===== config.mk =====
export PLATFORM = sky130hd
export DESIGN_NAME = ps2_tx
export DESIGN_NICKNAME = d
export VERILOG_FILES = /design/src/rtl/ps2_tx_pkg.sv /design/src/rtl/ps2_filter.sv /design/src/rtl/ps2_tx.sv
export SDC_FILE = /design/constraint.sdc
export NUM_CORES = 1
export LEC_CHECK = 0
export ABC_CLOCK_PERIOD_IN_PS = 5130
export CAP_MARGIN = 25
export CORE_ASPECT_RATIO = 0.7
export CORE_MARGIN = 2
export CORE_UTILIZATION = 55
export DETAILED_ROUTE_END_ITERATION = 6
export GPL_ROUTABILITY_DRIVEN = 0
export PLACE_DENSITY_LB_ADDON = 0.25
export SYNTH_ARGS = -nofsm -noshare
export SYNTH_HDL_FRONTEND = slang
export SYNTH_SLANG_ARGS = --single-unit

===== constraint.sdc =====
create_clock -name clk -period 5.13 [get_ports clk]
set_input_delay 0.7695 -clock clk [delete_from_list [all_inputs] [get_ports clk]]
set_output_delay 0.7695 -clock clk [all_outputs]
set_load 0.01 [all_outputs]

===== src/rtl/ps2_tx_pkg.sv =====
// Shared PS/2 defines: host-transmit FSM states,
// command bytes and the odd-parity helper.
package ps2_tx_pkg;

  typedef enum logic [2:0] {
    IDLE,
    INHIBIT,
    START,
    DATA,
    PARITY,
    ACK,
    WAIT_IDLE
  } ps2_state_t;

  localparam logic [7:0] CMD_SET_LEDS = 8'hED;
  localparam logic [7:0] CMD_RESET    = 8'hFF;

  localparam logic [3:0] PARITY_EDGE  = 4'd8;

  function automatic logic odd_parity(
    input logic [7:0] d
  );
    return ~^d;
  endfunction

endpackage


===== src/rtl/ps2_filter.sv =====
// PS/2 line conditioner: 2-FF sync then a LEN-sample
// stability filter. Ports: clk, reset_n, raw -> filt.
module ps2_filter #(
  parameter int LEN = 4
) (
  input  logic clk,
  input  logic reset_n,
  input  logic raw,
  output logic filt
);

  logic [1:0]     sync;
  logic [LEN-1:0] hist;

  always_ff @(posedge clk) begin
    if (!reset_n) begin
      sync <= 2'b11;
      hist <= '1;
      filt <= 1'b1;
    end else begin
      sync <= {sync[0], raw};
      hist <= (hist << 1) | LEN'(sync[1]);
      if (&hist) begin
        filt <= 1'b1;
      end else if (~|hist) begin
        filt <= 1'b0;
      end
    end
  end

endmodule


===== src/rtl/ps2_tx.sv =====
// PS/2 host-to-device byte transmitter with ACK check.
// Ports: tx_valid/tx_data/tx_ready, ps2 pins, busy/done/err.
module ps2_tx
  import ps2_tx_pkg::*;
#(
  parameter int INHIBIT_CYCLES = 3000,
  parameter int TIMEOUT_CYCLES = 375000,
  parameter int FILTER_LEN     = 4
) (
  input  logic       clk,
  input  logic       reset_n,
  input  logic       tx_valid,
  input  logic [7:0] tx_data,
  output logic       tx_ready,
  input  logic       ps2_clk_in,
  input  logic       ps2_data_in,
  output logic       ps2_clk_oe,
  output logic       ps2_data_oe,
  output logic       busy,
  output logic       done,
  output logic       err
);

  localparam int IW = $clog2(INHIBIT_CYCLES + 1);
  localparam int TW = $clog2(TIMEOUT_CYCLES + 1);

  localparam logic [IW-1:0] INH_LAST =
    IW'(INHIBIT_CYCLES - 1);
  localparam logic [TW-1:0] TMO_LAST =
    TW'(TIMEOUT_CYCLES - 1);

  ps2_state_t    state;
  logic [7:0]    byte_q;
  logic          par_q;
  logic          nack_q;
  logic [3:0]    bit_cnt;
  logic [IW-1:0] inh_cnt;
  logic [TW-1:0] tmo_cnt;
  logic          clk_q;
  logic          clk_filt;
  logic          data_filt;
  logic          clk_fall;
  logic          line_idle;

  ps2_filter #(.LEN(FILTER_LEN)) u_clk_filt (
    .clk     (clk),
    .reset_n (reset_n),
    .raw     (ps2_clk_in),
    .filt    (clk_filt)
  );

  ps2_filter #(.LEN(FILTER_LEN)) u_data_filt (
    .clk     (clk),
    .reset_n (reset_n),
    .raw     (ps2_data_in),
    .filt    (data_filt)
  );

  assign clk_fall  = clk_q & ~clk_filt;
  assign line_idle = clk_filt & data_filt;

  always_ff @(posedge clk) begin
    if (!reset_n) begin
      state       <= IDLE;
      byte_q      <= '0;
      par_q       <= 1'b0;
      nack_q      <= 1'b0;
      bit_cnt     <= '0;
      inh_cnt     <= '0;
      tmo_cnt     <= '0;
      clk_q       <= 1'b1;
      ps2_clk_oe  <= 1'b0;
      ps2_data_oe <= 1'b0;
      busy        <= 1'b0;
      done        <= 1'b0;
      err         <= 1'b0;
      tx_ready    <= 1'b0;
    end else begin
      clk_q <= clk_filt;
      done  <= 1'b0;
      err   <= 1'b0;
      unique case (state)
        IDLE: begin
          tx_ready <= 1'b1;
          if (tx_valid && tx_ready) begin
            byte_q     <= tx_data;
            par_q      <= odd_parity(tx_data);
            inh_cnt    <= '0;
            tx_ready   <= 1'b0;
            busy       <= 1'b1;
            ps2_clk_oe <= 1'b1;
            state      <= INHIBIT;
          end
        end
        INHIBIT: begin
          inh_cnt <= inh_cnt + 1'b1;
          if (inh_cnt == INH_LAST) begin
            ps2_clk_oe  <= 1'b0;
            ps2_data_oe <= 1'b1;
            state       <= START;
          end
        end
        START: begin
          tmo_cnt <= '0;
          bit_cnt <= '0;
          state   <= DATA;
        end
        default: begin
          // a device edge beats a same-cycle timeout
          if (clk_fall) begin
            tmo_cnt <= '0;
            if (state != WAIT_IDLE) begin
              bit_cnt <= bit_cnt + 1'b1;
            end
            unique case (state)
              DATA: begin
                if (bit_cnt == PARITY_EDGE) begin
                  ps2_data_oe <= ~par_q;
                  state       <= PARITY;
                end else begin
                  ps2_data_oe <= ~byte_q[bit_cnt[2:0]];
                end
              end
              PARITY: begin
                ps2_data_oe <= 1'b0;
                state       <= ACK;
              end
              ACK: begin
                nack_q <= data_filt;
                state  <= WAIT_IDLE;
              end
              default: ;
            endcase
          end else if (state == WAIT_IDLE && line_idle) begin
            done  <= 1'b1;
            err   <= nack_q;
            busy  <= 1'b0;
            state <= IDLE;
          end else if (tmo_cnt == TMO_LAST) begin
            ps2_clk_oe  <= 1'b0;
            ps2_data_oe <= 1'b0;
            done        <= 1'b1;
            err         <= 1'b1;
            busy        <= 1'b0;
            state       <= IDLE;
          end else begin
            tmo_cnt <= tmo_cnt + 1'b1;
          end
        end
      endcase
    end
  end

endmodule

==> results of run 1 <==
==> worst max-delay path, cell delays in order <==
cell             delay (ns)
clkdlybuf4s50_1        0.39
buf_4                  0.21
inv_1                  0.76
nor4_1                 0.12
a31oi_1                0.18
o311ai_0               0.15
==> metal layers <==
metal  up-vias  track usage [%]  share of wire (%)
met3         6            6.956                5.0
li1       1461                -                  -
met5         -                0                  0
met1      1380            33.48                 51
met2        65            32.04                 43
met4         0            4.321               0.82
==> placed cells by master, fill, tap and decap left out, types with 3 or more instances in the layout <==
master | synthesis | layout
ha_1 | 4 | 4
or3_1 | 5 | 5
a31oi_1 | 5 | 5
a211oi_1 | 5 | 5
nand3b_1 | 3 | 3
clkbuf_8 | 0 | 10
nor4_1 | 3 | 3
nand2b_1 | 15 | 15
nand2_1 | 46 | 46
xnor2_1 | 11 | 11
inv_1 | 11 | 11
a21oi_1 | 34 | 34
nand4_1 | 11 | 11
o21ai_0 | 17 | 17
nor2b_1 | 5 | 5
nand3_1 | 18 | 18
nor4b_1 | 3 | 3
nor2_1 | 38 | 38
and3_1 | 6 | 6
and2_1 | 3 | 3
nor3_1 | 8 | 8
a21o_1 | 4 | 4
xor2_1 | 9 | 9
clkdlybuf4s50_1 | 0 | 18
dfxtp_1 | 69 | 69
==> power groups by stage <==
stage	logic, uW	registers [uW]	clock network (uW)
3_5_place_dp	373	649	0
4_1_cts	377	638	465
2_1_floorplan	309	614	0
3_3_place_gp	365	648	0
6_report	381	640	456
5_1_grt	420	649	492
==> layout make-up <==
| cell class | instances | area, sq um | share of cell area, % |
|---|---|---|---|
| Multi-Input combinational cell | 301 | 1883 | 49.56 |
| Sequential cell | 69 | 1381 | 36.35 |
| Timing Repair Buffer | 20 | 195.2 | 5.137 |
| Clock buffer | 10 | 137.6 | 3.622 |
| Tap cell | 75 | 93.84 | 2.470 |
| Clock inverter | 6 | 67.56 | 1.778 |
| Inverter | 11 | 41.29 | 1.087 |
==> cells in the mapped netlist (3+ instances only) <==
cell type	n
a211oi_1	5
a21o_1	4
a21oi_1	34
a31oi_1	5
and2_1	3
and3_1	6
clkbuf_1	14
dfxtp_1	69
ha_1	4
inv_1	11
nand2_1	46
nand2b_1	15
nand3_1	18
nand3b_1	3
nand4_1	11
nor2_1	38
nor2b_1	5
nor3_1	8
nor4_1	3
nor4b_1	3
o21ai_0	17
or3_1	5
xnor2_1	11
xor2_1	9
==> through the flow <==
stage	power, uW	util (%)
after floorplan	922.7	-
after global placement	1013	61.53
after detailed placement	1023	61.53
after CTS	1479	65.05
after global routing	1560	65.05
final	1477	65.05
==> cells by family after synthesis <==
family	synth area share [%]
AOI/OAI and AO/OA	17.62
xor gates and xnor gates	5.151
adders and majority gates	1.472
buffers and inverters	4.010
DFF	40.62
muxes	2.833
and+or+nand+nor	28.29
==> registers in the layout, indices dropped and copies added (netlist names) <==
name              cells
clk_q                 1
tx_ready              1
u_data_filt.sync      2
done                  1
busy                  1
ps2_data_oe           1
byte_q                8
u_data_filt.hist      4
err                   1
ps2_clk_oe            1
inh_cnt              12
tmo_cnt              19
u_clk_filt.filt       1
u_clk_filt.hist       4
nack_q                1
u_clk_filt.sync       2
par_q                 1
bit_cnt               4
state                 3
u_data_filt.filt      1
==> worst max-delay path by stage <==
stage                        endpoint  cells past startpoint  slack [ns]        from
after floorplan           ps2_data_oe                      6        3.26  bit_cnt[0]
after global placement       state[1]                      6        2.47     reset_n
after detailed placement     state[1]                      6        2.40     reset_n
after CTS                    state[1]                      6        2.77     reset_n
after global routing      inh_cnt[11]                      5        2.57    state[0]
final                        state[1]                      6        2.72     reset_n
==> summary.md, run 1 <==
| Metric | Value |
|---|---|
| Outcome | `completed` |
| Post-synth EDFFs | `0` |
| Net Sw Frac | `34.35%` |
| Dpl cells | `476` |
| Hold_buf cts | `0` |
| Postcts setup bufs | `0` |
| Initial core utilization | `58.21%` |
| Synth area leader | `dfxtp_1` |
| Post-DRT Antenna Nets | `0` |
| Fmax | `0.4158 GHz` |
| Sequential Power Share | `43.3%` |
| Post_cts resized | `0` |
| Hold path cells | `1` |
| Die height | `69.79 microns` |
| Worst Hold Path EP | `u_data_filt.hist[0]` |
| Vias per std cell | `5.919` |
| Clock power share | `30.9%` |
| Number of max-cap violations | `0` |
| Clk sinks | `69` |
| Hold Startpoint | `u_data_filt.sync[1]` |
| Skew-Pair Late Insertion Delay | `0.35 ns` |
| Mapped cell area | `3401 sq um` |
| CP Capture Type | `flip-flop` |
| FF+latch count, synth | `69` |
| Clock skew | `0.01269 ns` |
| Pint | `969.9 uW` |
| GRT overflow | `0` |
| Placed inst area | `3595 sq um` |
| Average wire per standard cell | `15.11 microns` |
| TritonCTS Buffers | `9` |
| Layout area overhead | `11.74%` |
| Final Setup Violations | `0` |
| Ranking of synthesized cells by area | `dfxtp_1, nand2_1, a21oi_1` |
| Worst slack, placed | `2.404 ns` |
| Gr usage total | `22.48%` |
| Ys async rst share | `0%` |
| CTS tree | `yes` |
| Mean Syn Cell Area | `8.481 sq um` |
| Post-route cell area | `3800 sq um` |
| Relative slew margins | `31.79%` |
| Die Area | `6838 sq um` |
| Antenna cell count | `0` |
| Dpl hpwl | `5.093 mm` |
| Chip Width | `97.99 microns` |
| Final cycle utilization of the critical path | `46.88%` |
| Yosys warning count | `0` |
| Fillers | `486` |
| Worst reg-to-reg path cell count | `5` |
| Final #Nets | `429` |
| Smallest setup slack after layout | `2.725 ns` |
| Worst hold slack | `0.4091 ns` |
| Main synth FF type | `dfxtp_1` |
| Hold Path Class | `flip-flop to flip-flop` |
| WL final | `7.436 mm` |
| Initial antenna violation count | `0` |
| RSZ-0062 raised after global routing | `false` |
| Worst Tran Pin Value | `1.022 ns` |
| Reg clk slew, reported paths | `0.08 ns` |
| Reg2reg end | `tmo_cnt[3]` |
| 1st-iter DRT viols | `317` |
| Top cell type's share of synthesized area | `40.62%` |
| Rows | `23` |
| Net count after synthesis | `418` |
| Core area | `5842 sq um` |
| Crit path required time | `5.31 ns` |
| Syn Inst Count | `401` |
| Vias in the first global route | `2618` |
| FF-to-FF setup slack | `2.73 ns` |
| CP Max Fanout | `31` |
| Unique masters post-synth | `67` |
| Sum Neg Setup Slack | `0 ns` |
| Total iterations of the first detailed-routing run | `4` |
| Max-slew violation count | `0` |
| Comb pwr share | `25.8%` |
| Io pins | `19` |
| Pwr/cell area | `388.8 nW/um^2` |
| Share of cells above drive strength 1 | `7.914%` |
| Clock Tree Buf Depth | `2` |
| DRC | `0` |
| First-pass GRT wire length | `12.52 mm` |
| VDD IR max | `0.2304 mV` |
| Register area share after synthesis | `40.62%` |
| Finished Layout Cells | `492` |
| Final Hold Fails | `0` |
| Net switching power | `507.5 uW` |
| Via count | `2912` |
| Setup CP Type | `primary input to flip-flop` |
| Root Driver | `clkbuf_8` |
| Port bufs | `18` |
| Largest net degree at the start of global routing | `32` |
| Reg-to-reg startpoint | `state[0]` |
| H-tree depth | `3` |
| CP arrival | `2.59 ns` |
| Lkg Pwr | `0.001306 uW` |
| Critical path startpoint category | `primary input` |
| Fin crit period | `2.405 ns` |
(Power assumes the default switching activity.)
==> inputs of run 2 (changes only) <==
--- a/config.mk
+++ b/config.mk
@@ -5,7 +5,7 @@
 export SDC_FILE = /design/constraint.sdc
 export NUM_CORES = 1
 export LEC_CHECK = 0
-export ABC_CLOCK_PERIOD_IN_PS = 5130
+export ABC_CLOCK_PERIOD_IN_PS = 2500
 export CAP_MARGIN = 25
 export CORE_ASPECT_RATIO = 0.7
 export CORE_MARGIN = 2
==> constraint.sdc (replaced) <==
create_clock -name clk -period 2.5 [get_ports clk]
set_input_delay 0.375 -clock clk [delete_from_list [all_inputs] [get_ports clk]]
set_output_delay 0.375 -clock clk [all_outputs]
set_load 0.01 [all_outputs]
==> run 2 against run 1 <==
  * Sequential share of layout area decreased by 0.80 points
  * Largest power group unchanged
  * Critical path type is now flip-flop to flip-flop
  * Die area unchanged
  * Critical path depth shrank 1
  * Largest cell class unchanged
  * Combinational power grew 120%
==> summary.md, run 2 (synthesized netlist as in run 1, its figures left out) <==
| Metric | Value |
|---|---|
| FF-to-FF setup slack | `0.24 ns (-2.49 ns)` |
| Hold_buf cts | `0 (unchanged)` |
| Final Hold Fails | `0 (unchanged)` |
| Port bufs | `18 (unchanged)` |
| Clk sinks | `69 (unchanged)` |
| Outcome | `completed` |
| Critical path startpoint category | `flip-flop` |
| WL final | `7.561 mm (+1.7%)` |
| Final #Nets | `440 (+2.6%)` |
| Max reg flops | `19 (unchanged)` |
| Final Setup Violations | `0 (unchanged)` |
| Clock Tree Buf Depth | `2 (unchanged)` |
| Initial antenna violation count | `0 (unchanged)` |
| Final cycle utilization of the critical path | `90.27%` |
| CTS tree | `yes` |
| Finished Layout Cells | `503 (+2.2%)` |
| CP max stage delay | `0.75 ns (about the same)` |
| Critical path's slowest cell | `dfxtp_1` |
| First-pass GRT wire length | `13.02 mm (+4.0%)` |
| Rows | `23 (unchanged)` |
| Vias per std cell | `5.998 (+1.3%)` |
| Io pins | `19 (unchanged)` |
| Fmax | `0.4431 GHz` |
| Pwr/cell area | `796.5 nW/um^2 (+100%)` |
| Reg clk slew, reported paths | `0.09 ns (about the same)` |
| RSZ-0062 raised after global routing | `false` |
| Dpl cells | `487 (+2.3%)` |
| Antenna cell count | `0 (unchanged)` |
| Setup CP Type | `flip-flop to flip-flop` |
| Crit path cell chain | `and4b_1 -> nand2_1 -> o21ai_0 -> or4_1 -> a21oi_1` |
| TritonCTS Buffers | `9 (unchanged)` |
| Postcts setup bufs | `0 (unchanged)` |
| CP Capture Type | `flip-flop` |
| H-tree depth | `3 (unchanged)` |
| Fin crit period | `2.257 ns` |
| Sum Neg Setup Slack | `0 ns (unchanged)` |
| Die height | `69.79 microns (unchanged)` |
| Most common cell after layout, fill and taps aside | `dfxtp_1` |
| Post_cts resized | `0 (unchanged)` |
| Total iterations of the first detailed-routing run | `5 (+1)` |
| Worst Tran Pin Value | `0.6591 ns (-0.3629 ns)` |
| DRC | `0 (unchanged)` |
| VDD IR max | `0.4213 mV (+83%)` |
| Initial core utilization | `58.21% (unchanged)` |
| Number of max-cap violations | `0 (unchanged)` |
| Dpl hpwl | `5.370 mm (+5.4%)` |
| Max-slew violation count | `0 (unchanged)` |
| GRT overflow | `0 (unchanged)` |
| Vias in the first global route | `2666 (+1.8%)` |
| Lkg Pwr | `0.001367 uW (+4.7%)` |
| Clock skew | `0.01517 ns (+0.002477 ns)` |
| Gr usage total | `23.46% (+0.98 points)` |
| Root Driver | `clkbuf_8` |
| Crit path required time | `2.79 ns (-2.52 ns)` |
| Post-route core utilization | `66.50% (+1.5 points)` |
| Average wire per standard cell | `15.03 microns (-0.54%)` |
| Commonest non-fill, non-tap cells in the layout | `dfxtp_1, nand2_1, nor2_1, a21oi_1` |
| Largest net degree at the start of global routing | `23 (-28%)` |
| Hold Path Class | `flip-flop to flip-flop` |
| Via count | `3017 (+3.6%)` |
| Post-DRT Antenna Nets | `0 (unchanged)` |
| Die Area | `6838 sq um (unchanged)` |
| Layout area overhead | `14.24%` |
| CP arrival | `2.55 ns (-0.04 ns)` |
| Core area | `5842 sq um (unchanged)` |
| 1st-iter DRT viols | `298 (-6.0%)` |
| Relative slew margins | `56.00% (+24 points)` |
| Largest regs | `tmo_cnt (19), inh_cnt (12), byte_q (8)` |
| Largest reg by FF count | `tmo_cnt` |
| CP Max Fanout | `22 (-29%)` |
| Skew-Pair Late Insertion Delay | `0.36 ns (about the same)` |
| Chip Width | `97.99 microns (unchanged)` |
| Share of cells above drive strength 1 | `10.28% (+2.4 points)` |
[run 2: worst paths after layout]
kind | startpoint | to | cells after the start
max | state[0] | tmo_cnt[3] | 5
min reg2reg | u_clk_filt.sync[0] | u_clk_filt.sync[1] | 1
max reg2reg | state[0] | tmo_cnt[3] | 5
min | u_clk_filt.sync[0] | u_clk_filt.sync[1] | 1
[run 2: worst max-delay path, delay by kind of cell, from the launching register on]
| family | cells | cell delay (ns) |
|---|---|---|
| flops | 1 | 0.75 |
| compound gates | 2 | 0.38 |
| simple gates | 3 | 1.04 |
[run 2: cell type report]
type | count | area [sq um]
repair buffers | 31 | 277.8
flip-flops and latches | 69 | 1381
well taps | 75 | 93.84
clock buffers | 10 | 137.6
inverters | 11 | 41.29
fillers | 498 | 1957
clock inverters | 6 | 70.07
multi-input cells | 301 | 1883
[run 2: layer usage]
layer	track usage, %	part of all wire, %
met5	0	0
met1	35.71	50
met4	8.488	1.6
met2	31.51	41
met3	5.948	7.3
[run 2: power breakdown]
group | internal [uW] | leakage (uW) | switching (uW)
sequential | 1180 | 0.000559 | 106
combinational | 357 | 0.000701 | 496
clock | 494 | 0.000107 | 459
[run 2: per-stage QoR]
stage | power [uW] | worst slack (ns) | hold WS, ns | instance area [sq um]
4_1_cts | 3104 | 0.2860 | 0.4122 | 3885
3_3_place_gp | 2132 | 0.3999 | 0.3945 | 3677
5_1_grt | 3272 | 0.08546 | 0.4297 | 3885
3_5_place_dp | 2149 | 0.3082 | 0.3938 | 3677
6_report | 3094 | 0.2433 | 0.4114 | 3885
2_1_floorplan | 1893 | 0.6347 | 0.3863 | 3401
==> inputs of run 3 (changes only) <==
--- a/config.mk
+++ b/config.mk
@@ -12,7 +12,7 @@
 export CORE_UTILIZATION = 55
 export DETAILED_ROUTE_END_ITERATION = 6
 export GPL_ROUTABILITY_DRIVEN = 0
-export PLACE_DENSITY_LB_ADDON = 0.25
+export PLACE_DENSITY_LB_ADDON = 0.15
 export SYNTH_ARGS = -nofsm -noshare
 export SYNTH_HDL_FRONTEND = slang
 export SYNTH_SLANG_ARGS = --single-unit
==> run 3 against run 2 <==
  * Non-clock buffer count fell by 1
  * Flip-flop and latch count did not move
  * Combinational power rose by 5.0%
  * First-iteration DRC count fell by 14%
  * Count of clock-buffer cells in the layout fell by 1
  * Die area did not move
  * Routed wire length rose by 4.2%
  * Design area rose by 0.32%
  * Highest routed layer unchanged
==> summary.md, run 3 (synthesized netlist as in run 1, its figures left out) <==
| Metric | Value |
|---|---|
| Final Hold Fails | `0 (unchanged)` |
| Worst Tran Pin Value | `0.7219 ns (+0.06285 ns)` |
| Max reg flops | `19 (unchanged)` |
| Reg-to-reg startpoint | `state[0]` |
| Hold Startpoint | `u_data_filt.sync[1]` |
| Worst reg-to-reg path cell count | `5 (unchanged)` |
| Gr usage total | `24.44% (+0.98 points)` |
| Total iterations of the first detailed-routing run | `4 (-1)` |
| WL final | `7.881 mm (+4.2%)` |
| Antenna cell count | `0 (unchanged)` |
| Reg area | `1381 sq um (unchanged)` |
| First-pass GRT wire length | `13.46 mm (+3.4%)` |
| Die height | `69.79 microns (unchanged)` |
| Skew-Pair Late Insertion Delay | `0.36 ns (about the same)` |
| Clock skew | `0.008173 ns (-0.006996 ns)` |
| Power Total | `3222 uW (+4.1%)` |
| Final cycle utilization of the critical path | `83.63% (-6.6 points)` |
| Smallest setup slack after layout | `0.4092 ns (+0.1659 ns)` |
| Reg clk slew, reported paths | `0.08 ns (about the same)` |
| Post_cts resized | `0 (unchanged)` |
| Vias in the first global route | `2817 (+5.7%)` |
| Largest reg by FF count | `tmo_cnt` |
| Pwr/cell area | `826.7 nW/um^2 (+3.8%)` |
| Outcome | `completed` |
| H-tree depth | `3 (unchanged)` |
| Worst Hold Path EP | `u_data_filt.hist[0]` |
| Fmax | `0.4783 GHz (+7.9%)` |
| FF-to-FF setup slack | `0.41 ns (+0.17 ns)` |
| Setup CP Type | `flip-flop to flip-flop` |
| Initial core utilization | `58.21% (unchanged)` |
| CP arrival | `2.38 ns (-0.17 ns)` |
| Critical path startpoint category | `flip-flop` |
| Initial antenna violation count | `0 (unchanged)` |
| Post-route core utilization | `66.72% (+0.21 points)` |
| Final #Nets | `439 (-0.23%)` |
| Rows | `23 (unchanged)` |
| Sum Neg Setup Slack | `0 ns (unchanged)` |
| Largest regs | `tmo_cnt (19), inh_cnt (12), byte_q (8)` |
| Average wire per standard cell | `15.70 microns (+4.4%)` |
| Hold Path Class | `flip-flop to flip-flop` |
| Worst slack, placed | `0.4303 ns (+0.1221 ns)` |
| CP Max Fanout | `13 (-41%)` |
| Lkg Pwr | `0.001371 uW (+0.27%)` |
| Share of cells above drive strength 1 | `10.07% (-0.21 points)` |
| Reg2reg end | `tmo_cnt[3]` |
| Number of max-cap violations | `0 (unchanged)` |
| Io pins | `19 (unchanged)` |
| Multi-input gate area | `1883 sq um (unchanged)` |
| Most common cell after layout, fill and taps aside | `dfxtp_1` |
| Post-DRT Antenna Nets | `0 (unchanged)` |
| VDD IR max | `0.4431 mV (+5.2%)` |
| Hold_buf cts | `0 (unchanged)` |
| Commonest non-fill, non-tap cells in the layout | `dfxtp_1, nand2_1, nor2_1, a21oi_1` |
| Postcts setup bufs | `0 (unchanged)` |
| Fillers | `502 (+0.80%)` |
| Root Driver | `clkbuf_8` |
| Layout area overhead | `14.61%` |
| Relative slew margins | `51.69% (-4.3 points)` |
| CP Capture Type | `flip-flop` |
| RSZ-0062 raised after global routing | `false` |
| Vias per std cell | `5.962 (-0.60%)` |
| Max-slew violation count | `0 (unchanged)` |
| Die Area | `6838 sq um (unchanged)` |
| Port bufs | `18 (unchanged)` |
| Placed inst area | `3670 sq um (-0.20%)` |
| Hold path cells | `1 (unchanged)` |
| DRC | `0 (unchanged)` |
| Post-route cell area | `3897 sq um (+0.32%)` |
| Crit path required time | `2.79 ns (about the same)` |
| Clk sinks | `69 (unchanged)` |
| Dpl hpwl | `5.511 mm (+2.6%)` |
| CTS tree | `yes` |
| Clock Tree Buf Depth | `2 (unchanged)` |
| Chip Width | `97.99 microns (unchanged)` |
| Final Setup Violations | `0 (unchanged)` |
| GRT overflow | `0 (unchanged)` |
| Fin crit period | `2.091 ns (-0.1659 ns)` |
| Core area | `5842 sq um (unchanged)` |
| TritonCTS Buffers | `9 (unchanged)` |
| Via count | `2993 (-0.80%)` |
| Largest net degree at the start of global routing | `19 (-17%)` |
| 1st-iter DRT viols | `257 (-14%)` |
-- run 3: cell count changes in the layout (fill, tap and decap cells not counted) --
cell       delta
inv_6         +2
buf_4         -1
bufinv_16     +1
clkbuf_8      -1
clkinv_2      -1
clkinv_4      -1
-- run 3: cell type report --
| type | count | area share, % |
|---|---|---|
| sequential | 69 | 35.44 |
| clock buffer | 9 | 3.178 |
| timing repair buffer | 30 | 6.934 |
| inverter | 11 | 1.059 |
| tap | 75 | 2.408 |
| multi-input combinational | 301 | 48.31 |
| clock inverter | 7 | 2.665 |
-- run 3: metrics by stage --
stage	hold WS [ns]	cells
global placement	0.3899	486
global route	0.4468	502
floorplan	0.3863	401
CTS	0.4249	502
finish	0.4210	502
detailed placement	0.4058	486
-- run 3: worst max-delay path, cell delays in order, from the launching register on --
cell     delay, ns
dfxtp_1       0.56
and4b_1       0.30
nand2_1       0.18
o21ai_0       0.27
or4_1         0.56
a21oi_1       0.14
-- run 3: worst max-delay path by stage --
| stage | startpoint | to | cells past startpoint |
|---|---|---|---|
| after global placement | bit_cnt[0] | ps2_data_oe | 5 |
| final | state[0] | tmo_cnt[3] | 5 |
| after floorplan | bit_cnt[0] | ps2_data_oe | 6 |
| after CTS | bit_cnt[0] | ps2_data_oe | 5 |
| after global routing | state[0] | inh_cnt[9] | 6 |
| after detailed placement | bit_cnt[0] | ps2_data_oe | 5 |
-- run 3: power by group --
group	internal [uW]	switching [uW]	total, uW
sequential	1180	94.5	1280
combinational	359	536	895
clock	575	475	1050
-- run 3: per-layer routing --
metal	wire length, microns	track usage (%)	up-vias
met5	0	0	-
met2	3404	36.15	70
li1	-	-	1484
met1	3907	34.13	1426
met3	470	7.762	13
met4	99	7.407	0
